[src/rtl/inst_sequencer.sv]
// Instruction sequencer: walks the core through one kij pass (weight load, activation load,
// execute, psum drain) and presents each step as a registered 34-bit instruction word.
module inst_sequencer #(
    parameter int col     = 8,
    parameter int len_nij = 64,
    parameter int gap     = 10
) (
    input  logic        clk,
    input  logic        reset,
    input  logic        start,
    input  logic        mode,
    input  logic [10:0] pmem_base,
    input  logic        ofifo_valid,
    output logic [33:0] inst,
    output logic        busy,
    output logic        done
);

    localparam logic [3:0] IDLE      = 4'd0;
    localparam logic [3:0] W_L0      = 4'd1;
    localparam logic [3:0] W_TAIL    = 4'd2;
    localparam logic [3:0] W_LOAD    = 4'd3;
    localparam logic [3:0] GAP1      = 4'd4;
    localparam logic [3:0] A_L0      = 4'd5;
    localparam logic [3:0] A_TAIL    = 4'd6;
    localparam logic [3:0] EXEC_PRE  = 4'd7;
    localparam logic [3:0] EXEC      = 4'd8;
    localparam logic [3:0] GAP2      = 4'd9;
    localparam logic [3:0] WAIT_OV   = 4'd10;
    localparam logic [3:0] DRAIN_PRE = 4'd11;
    localparam logic [3:0] DRAIN     = 4'd12;
    localparam logic [3:0] DONE      = 4'd13;

    localparam logic [33:0] IDLE_WORD = 34'h1800C0000;

    // Terminal counts are stored minus one so the last cycle of a phase is cnt == tc.
    localparam logic [6:0] TC_W_M0  = 7'(col);
    localparam logic [6:0] TC_W_M1  = 7'(2 * (col + 1) - 1);
    localparam logic [6:0] TC_LD_M0 = 7'(2 * col - 1);
    localparam logic [6:0] TC_LD_M1 = 7'(4 * col - 1);
    localparam logic [6:0] TC_GAP   = 7'(gap - 1);
    localparam logic [6:0] TC_LEN   = 7'(len_nij - 1);

    logic [3:0]  state, next_state;
    logic [6:0]  cnt, next_cnt;
    logic        mode_q;
    logic [10:0] base_q;
    logic [33:0] next_inst;
    logic [6:0]  tc_w, tc_ld;
    logic        counted;

    assign tc_w  = mode_q ? TC_W_M1 : TC_W_M0;
    assign tc_ld = mode_q ? TC_LD_M1 : TC_LD_M0;

    always_comb begin
        next_state = state;
        case (state)
            IDLE:      if (start) next_state = W_L0;
            W_L0:      if (cnt == tc_w) next_state = W_TAIL;
            W_TAIL:    next_state = W_LOAD;
            W_LOAD:    if (cnt == tc_ld) next_state = GAP1;
            GAP1:      if (cnt == TC_GAP) next_state = A_L0;
            A_L0:      if (cnt == TC_LEN) next_state = A_TAIL;
            A_TAIL:    next_state = EXEC_PRE;
            EXEC_PRE:  next_state = EXEC;
            EXEC:      if (cnt == TC_LEN) next_state = GAP2;
            GAP2:      if (cnt == TC_GAP) next_state = WAIT_OV;
            WAIT_OV:   if (ofifo_valid) next_state = DRAIN_PRE;
            DRAIN_PRE: next_state = DRAIN;
            DRAIN:     if (cnt == TC_LEN) next_state = DONE;
            DONE:      next_state = IDLE;
            default:   next_state = IDLE;
        endcase
    end

    always_comb begin
        counted = 1'b0;
        case (state)
            W_L0, W_LOAD, GAP1, A_L0, EXEC, GAP2, DRAIN: counted = 1'b1;
            default: counted = 1'b0;
        endcase
        next_cnt = (counted && next_state == state) ? cnt + 7'd1 : 7'd0;
    end

    // The word is computed for the state being entered so inst lines up with state.
    always_comb begin
        next_inst = IDLE_WORD;
        case (next_state)
            W_L0: begin
                next_inst[19]   = 1'b0;
                next_inst[17:7] = 11'd1024 + {4'd0, next_cnt};
                next_inst[2]    = 1'b1;
            end
            W_TAIL, A_TAIL: next_inst[2] = 1'b1;
            W_LOAD: begin
                next_inst[3] = 1'b1;
                next_inst[0] = 1'b1;
            end
            A_L0: begin
                next_inst[19]   = 1'b0;
                next_inst[17:7] = {4'd0, next_cnt};
                next_inst[2]    = 1'b1;
            end
            EXEC_PRE: next_inst[3] = 1'b1;
            EXEC: begin
                next_inst[3] = 1'b1;
                next_inst[1] = 1'b1;
            end
            DRAIN_PRE: next_inst[6] = 1'b1;
            DRAIN: begin
                next_inst[32]    = 1'b0;
                next_inst[31]    = 1'b0;
                next_inst[30:20] = base_q + {4'd0, next_cnt};
                next_inst[6]     = 1'b1;
            end
            default: next_inst = IDLE_WORD;
        endcase
    end

    always_ff @(posedge clk) begin
        if (reset) begin
            state  <= IDLE;
            cnt    <= 7'd0;
            mode_q <= 1'b0;
            base_q <= 11'd0;
            inst   <= IDLE_WORD;
        end else begin
            state <= next_state;
            cnt   <= next_cnt;
            inst  <= next_inst;
            if (state == IDLE && start) begin
                mode_q <= mode;
                base_q <= pmem_base;
            end
        end
    end

    assign busy = (state != IDLE);
    assign done = (state == DONE);

endmodule

[config.mk]
export PLATFORM = sky130hd
export DESIGN_NAME = inst_sequencer
export DESIGN_NICKNAME = d
export VERILOG_FILES = /design/src/rtl/inst_sequencer.sv
export SDC_FILE = /design/constraint.sdc
export NUM_CORES = 1
export LEC_CHECK = 0
export CAP_MARGIN = 30
export CORE_MARGIN = 2
export CORE_UTILIZATION = 46
export CTS_BUF_LIST = sky130_fd_sc_hd__clkbuf_4 sky130_fd_sc_hd__clkbuf_8 sky130_fd_sc_hd__clkbuf_16
export CTS_CLUSTER_DIAMETER = 200
export DETAILED_ROUTE_END_ITERATION = 12
export PLACE_DENSITY = 0.76
export SLEW_MARGIN = 0
export SYNTH_ARGS = -nofsm -noshare
export SYNTH_HDL_FRONTEND = slang
export SYNTH_SLANG_ARGS = --single-unit
export TNS_END_PERCENT = 1
[constraint.sdc]
create_clock -name clk -period 4.09 [get_ports clk]
set_input_delay 1.227 -clock clk [delete_from_list [all_inputs] [get_ports clk]]
set_output_delay 1.227 -clock clk [all_outputs]
set_load 0.02 [all_outputs]
==> impl_metrics.ini, run 1 <==
[outcome]
status = complete, no violations

[placement]
dp_cells = 394
pre_cts_slack_ps = 89.30
io_buffers = 44
hpwl_um = 3859
gp_congestion = 0.8933

[timing]
fmax_mhz = 259.8
slew_viol_final = 0
timing_worst_slew_pin_value_ps = 650.8
fin_crit_ps = 3849
hold_violations = 0
worst_slack_ps = 241.4
tns_ps = 0
slew_headroom_pct = 56.55
finalClockSkew_ps = 3.557
rsz0062_at_grt = no
finalSetupViolCount = 0
fin_crit_sh_pct = 94.10
hold_ws_ps = 470.2

[critical_path]
slowest_stage = or4_4
cp_slowest_stage_delay_ps = 560
path_buf_inv = 1
r2r.worst_path.cells = 15
r2r_start = cnt[0]
path_cells = ha_1 -> and3_4 -> a311oi_4 -> nand3_2 -> and4_4 -> or4_4 -> nor2_1 -> ha_1 -> nor2b_1 -> o21ai_0 -> a21boi_1 -> buf_4 -> o41ai_1 -> xor2_1 -> nor2_1
criticalPathCategory = reg2reg
reg2reg_setup_slack_ps = 240
start_kind = register
worstPathRequired_ps = 4290
crit_path_max_fanout = 9
end_kind = register
crit_family = simple AND/OR/NAND/NOR gates
r2r-end = inst[30]
arrival_ps = 4050

[global_route]
grt.total_usage_pct = 18.56
grt_antenna_before_repair = 0
grt.overflow.total = 0
grt_max_degree = 21
grt_pass1_wl_um = 8949
grt_pass1_vias = 1982

[route]
vias = 2144
ant_nets = 0
routed_wl_um = 5401
routedWlPerCell_um = 13.44
routed_via_density = 5.333
firstDrtPassIters = 4
drc = 0
drt_iter0_markers = 131

[logic_synthesis]
ys_warn_count = 0
synth_ff_type = dfxtp_1
synth_cell_types = 57
yosys-top-cells-area = dfxtp_1, nand2_1, nor2_1, a21oi_1, ha_1
netlist.top_cell.by_area = dfxtp_1
async_flop_share_pct = 0
synth_common_cells = dfxtp_1, nand2_1, nor2_1
synth_top_area_share_pct = 38.95
synth_area_um2 = 2519
seq_area_frac_synth_pct = 38.95
syn_avg_cell_area_um2 = 8.567
syn_inst = 294
yosysMostFrequentCell = dfxtp_1
synth_seq_cells = 49
synth-edff-count = 0

[cells_and_area]
fin_util_pct = 58.27
area_delta_synth_final_pct = 20.42
n_fill_cell = 482
fin_nets = 357
diodes = 0
stdcell_count = 402
drive_above_1_share_pct = 9.940

[power_and_ir_drop]
irDropWorstVdd_uv = 148.7
powerDensity_nw_per_um2 = 297.6
p_leak_nw = 1.137

[hold_path]
hold_path_startpoint = base_q[3]
hold_depth = 2
holdPathEnd = base_q[3]
hold_class = reg2reg

[die]
fp.dieArea_um2 = 6083
num_io_pins = 52
core_um2 = 5205
start_util_pct = 48.39
die_w_um = 78.00
fp.dieH_um = 78.00
row_count = 26

[clocking]
h-tree-depth = 2
clk_pin_slew_ps = 90
cts_hold_buffers = 0
numCtsBuffers = 5
clkLatencyLatePin_ps = 300
clock_sinks = 49
cts-root-buf = clkbuf_8
tritoncts = built
cts_max_path_buffers = 2

[job]
cap_viol_max_count = 0
==> registers in the layout, indices dropped and copies added (netlist names) <==
signal / count
base_q: 11
cnt: 7
inst: 26
mode_q: 1
state: 4
==> per-stage QoR <==
step	area, µm²	power (mW)
3_3_place_gp	2913	0.6193
4_1_cts	3004	0.9097
3_5_place_dp	2913	0.6211
2_1_floorplan	2537	0.5904
6_report	3033	0.9024
5_1_grt	3033	0.9456
==> logic make-up after synthesis <==
kind of cell | synth area share, %
buf+inv | 8.594
fa+ha+maj | 5.266
compound gates | 14.21
other cells | 0.2982
flops | 38.95
xor+xnor | 3.129
simple gates | 29.56
==> per-layer routing <==
metal	GRT usage [%]	part of all wire, %	vias up
li1	-	-	1077
met1	23.79	46	995
met2	29.57	46	62
met3	4.302	5.1	10
met4	8.596	2.3	0
met5	0	0	-
==> timing repair <==
item,in CTS,in global routing
gates resized for setup,0,8
setup endpoints to repair,0,5
setup buffers,0,0
==> worst reg2reg max path, delay by kind of cell, from the launching register on <==
family / cells / cell delay [ps]
AOI/OAI and AO/OA: 4 / 1030
DFF: 1 / 380
xor gates and xnor gates: 1 / 190
buffers and inverters: 1 / 160
and+or+nand+nor: 7 / 1500
adders and majority gates: 2 / 490
==> power breakdown <==
group,switching [mW],total [mW],internal (mW)
Clock,0.157,0.292,0.134
Combinational,0.0627,0.110,0.0474
Sequential,0.0110,0.501,0.489
==> cell type report <==
class | instances | area, µm² | share of cell area, %
Clock buffer | 7 | 83.83 | 2.764
Clock inverter | 1 | 7.507 | 0.2475
Inverter | 7 | 26.28 | 0.8663
Multi-Input combinational cell | 219 | 1364 | 44.97
Sequential cell | 49 | 985.9 | 32.51
Tap cell | 70 | 87.58 | 2.888
Timing Repair Buffer | 49 | 478.0 | 15.76
==> worst max-delay path by stage <==
stage	start	endpoint	slack [ps]	depth (start not counted)
CTS	cnt[0]	inst[28]	60	17
finish	cnt[0]	inst[30]	240	15
global route	cnt[0]	inst[26]	40	17
detailed placement	cnt[0]	inst[28]	90	17
floorplan	cnt[0]	inst[26]	130	18
global placement	cnt[0]	inst[30]	220	15
==> layout by cell type (no fill, tap or decap), drive strengths merged, types with 4 or more instances in the layout <==
| cell | n |
|---|---|
| dfxtp | 49 |
| clkdlybuf4s50 | 44 |
| nor2 | 38 |
| nand2 | 38 |
| a21oi | 23 |
| nor3 | 16 |
| o21ai | 10 |
| ha | 9 |
| inv | 7 |
| conb | 7 |
| nand3 | 7 |
| clkbuf | 7 |
| xor2 | 5 |
| buf | 5 |
| and3 | 5 |
| xnor2 | 4 |
| nor2b | 4 |
| or3 | 4 |
(Power assumes the default switching activity.)
==> run 2, diff against run 1 <==
- PLACE_DENSITY: 0.76 -> 0.87
- SKIP_CTS_REPAIR_TIMING: unset -> 1
==> impl_metrics.ini, run 2 (synthesis results as in run 1) <==
[outcome]
status = complete, no violations

[critical_path]
arrival_ps = 4080
reg2reg_setup_slack_ps = 200
crit_path_frequent_cell = ha_1
crit_family = simple AND/OR/NAND/NOR gates
end_kind = register
r2r_start = cnt[0]
slowest_stage = or4_4
path_cells = ha_1 -> and3_4 -> a311oi_4 -> nand3_2 -> and4_4 -> or4_4 -> nor2_1 -> ha_1 -> inv_1 -> fa_1 -> nor2b_1 -> o21ai_1 -> a21boi_1 -> buf_4 -> nor4bb_1 -> a21oi_1 -> a41oi_2
r2r-end = inst[28]
worstPathRequired_ps = 4280
start_kind = register
cp_slowest_stage_delay_ps = 570
r2r.worst_path.cells = 17
path_buf_inv = 2
criticalPathCategory = reg2reg
crit_path_max_fanout = 9

[timing]
hold_violations = 0
fin_crit_ps = 3893
finalSetupViolCount = 0
slew_headroom_pct = 58.65
timing_worst_slew_pin_value_ps = 618.4
rsz0062_at_grt = no
finalClockSkew_ps = 6.801
fin_crit_sh_pct = 95.17
slew_viol_final = 0
fmax_mhz = 256.9

[global_route]
grt_max_degree = 21
grt.overflow.total = 0
grt.total_usage_pct = 20.47
busiest_layer = met2
grt_pass1_wl_um = 9977
grt_use_met2_pct = 32.50
use_met3_pct = 3.721
grt_use_met1_pct = 27.95
grt_pass1_vias = 2038
grt_antenna_before_repair = 0

[placement]
hpwl_um = 4128
placed_area_um2 = 2920
io_buffers = 44
gp_congestion = 0.9338

[clocking]
h-tree-depth = 2
clock_sinks = 49
clkLatencyLatePin_ps = 310
cts_max_path_buffers = 2
numCtsBuffers = 5
cts-root-buf = clkbuf_8
clk_pin_slew_ps = 90
tritoncts = built

[die]
fp.dieArea_um2 = 6083
start_util_pct = 48.39
row_count = 26
num_io_pins = 52
core_um2 = 5205
fp.dieH_um = 78.00
die_w_um = 78.00

[power_and_ir_drop]
p_leak_nw = 1.157
p_total_mw = 0.9185
powerDensity_nw_per_um2 = 299.7
irDropWorstVdd_uv = 195.8

[route]
ant_nets = 0
drt_iter0_markers = 195
routed_via_density = 5.449
drc = 0
firstDrtPassIters = 4
routedWlPerCell_um = 14.58
routed_wl_um = 5904
vias = 2207

[cells_and_area]
area_delta_synth_final_pct = 21.66
drive_above_1_share_pct = 11.34
largest_registers = inst: 26 flops, base_q: 11 flops, cnt: 7 flops
multi_input_area_um2 = 1369
top_register = inst
largest_reg_flops = 26
n_fill_cell = 460
layout_common_cells = dfxtp_1, clkdlybuf4s50_1, nor2_1, nand2_1, a21oi_1
final_common_cell = dfxtp_1
seq_area_um2 = 984.7
fin_nets = 360
fin_area_um2 = 3064
diodes = 0

[hold_path]
holdPathEnd = base_q[6]
hold_class = reg2reg
hold_depth = 2
hold_path_startpoint = base_q[6]

[job]
cap_viol_max_count = 0
run 2: worst min-delay path: stages (launching register included):
cell     delay (ps)
dfxtp_1         320
nand2_1          50
a21oi_1          50
run 2: how the worst max path moves through the flow:
| stage | slack, ps | from | end | cells after the start |
|---|---|---|---|---|
| after detailed placement | 30 | cnt[0] | inst[28] | 17 |
| after global routing | 10 | cnt[0] | inst[28] | 17 |
| after floorplan | 130 | cnt[0] | inst[26] | 18 |
| after CTS | -0.8 | cnt[0] | inst[26] | 17 |
| after global placement | 220 | cnt[0] | inst[28] | 17 |
| final | 200 | cnt[0] | inst[28] | 17 |
run 2: final cells by class:
type,instances,share of cell area (%)
inverter,7,0.8575
multi-input combinational,219,44.67
timing repair buffer,52,16.33
clock inverter,2,0.4492
tap,70,2.858
sequential,49,32.14
clock buffer,6,2.695
run 2: layer usage:
| metal | share of wire, % | routed length, µm |
|---|---|---|
| met1 | 46 | 2707 |
| met2 | 48 | 2833 |
| met3 | 4.3 | 254 |
| met4 | 1.8 | 108 |
| met5 | 0 | 0 |
run 2: where the power goes:
group          total, mW  internal (mW)  switching [mW]
clock              0.304          0.137           0.167
combinational      0.113         0.0476          0.0654
sequential         0.501          0.490          0.0114
total              0.918          0.675           0.244
run 2: through the flow:
stage	setup slack [ps]	util, %	hold WS (ps)	setup TNS [ps]	instances
floorplan	130.8	-	440.0	0	299
global placement	220.7	56.11	446.8	0	395
detailed placement	30.90	56.11	452.9	0	395
CTS	-0.8389	57.96	465.7	-0.8389	403
global route	14.69	58.87	487.6	0	405
finish	197.4	58.87	467.8	0	405
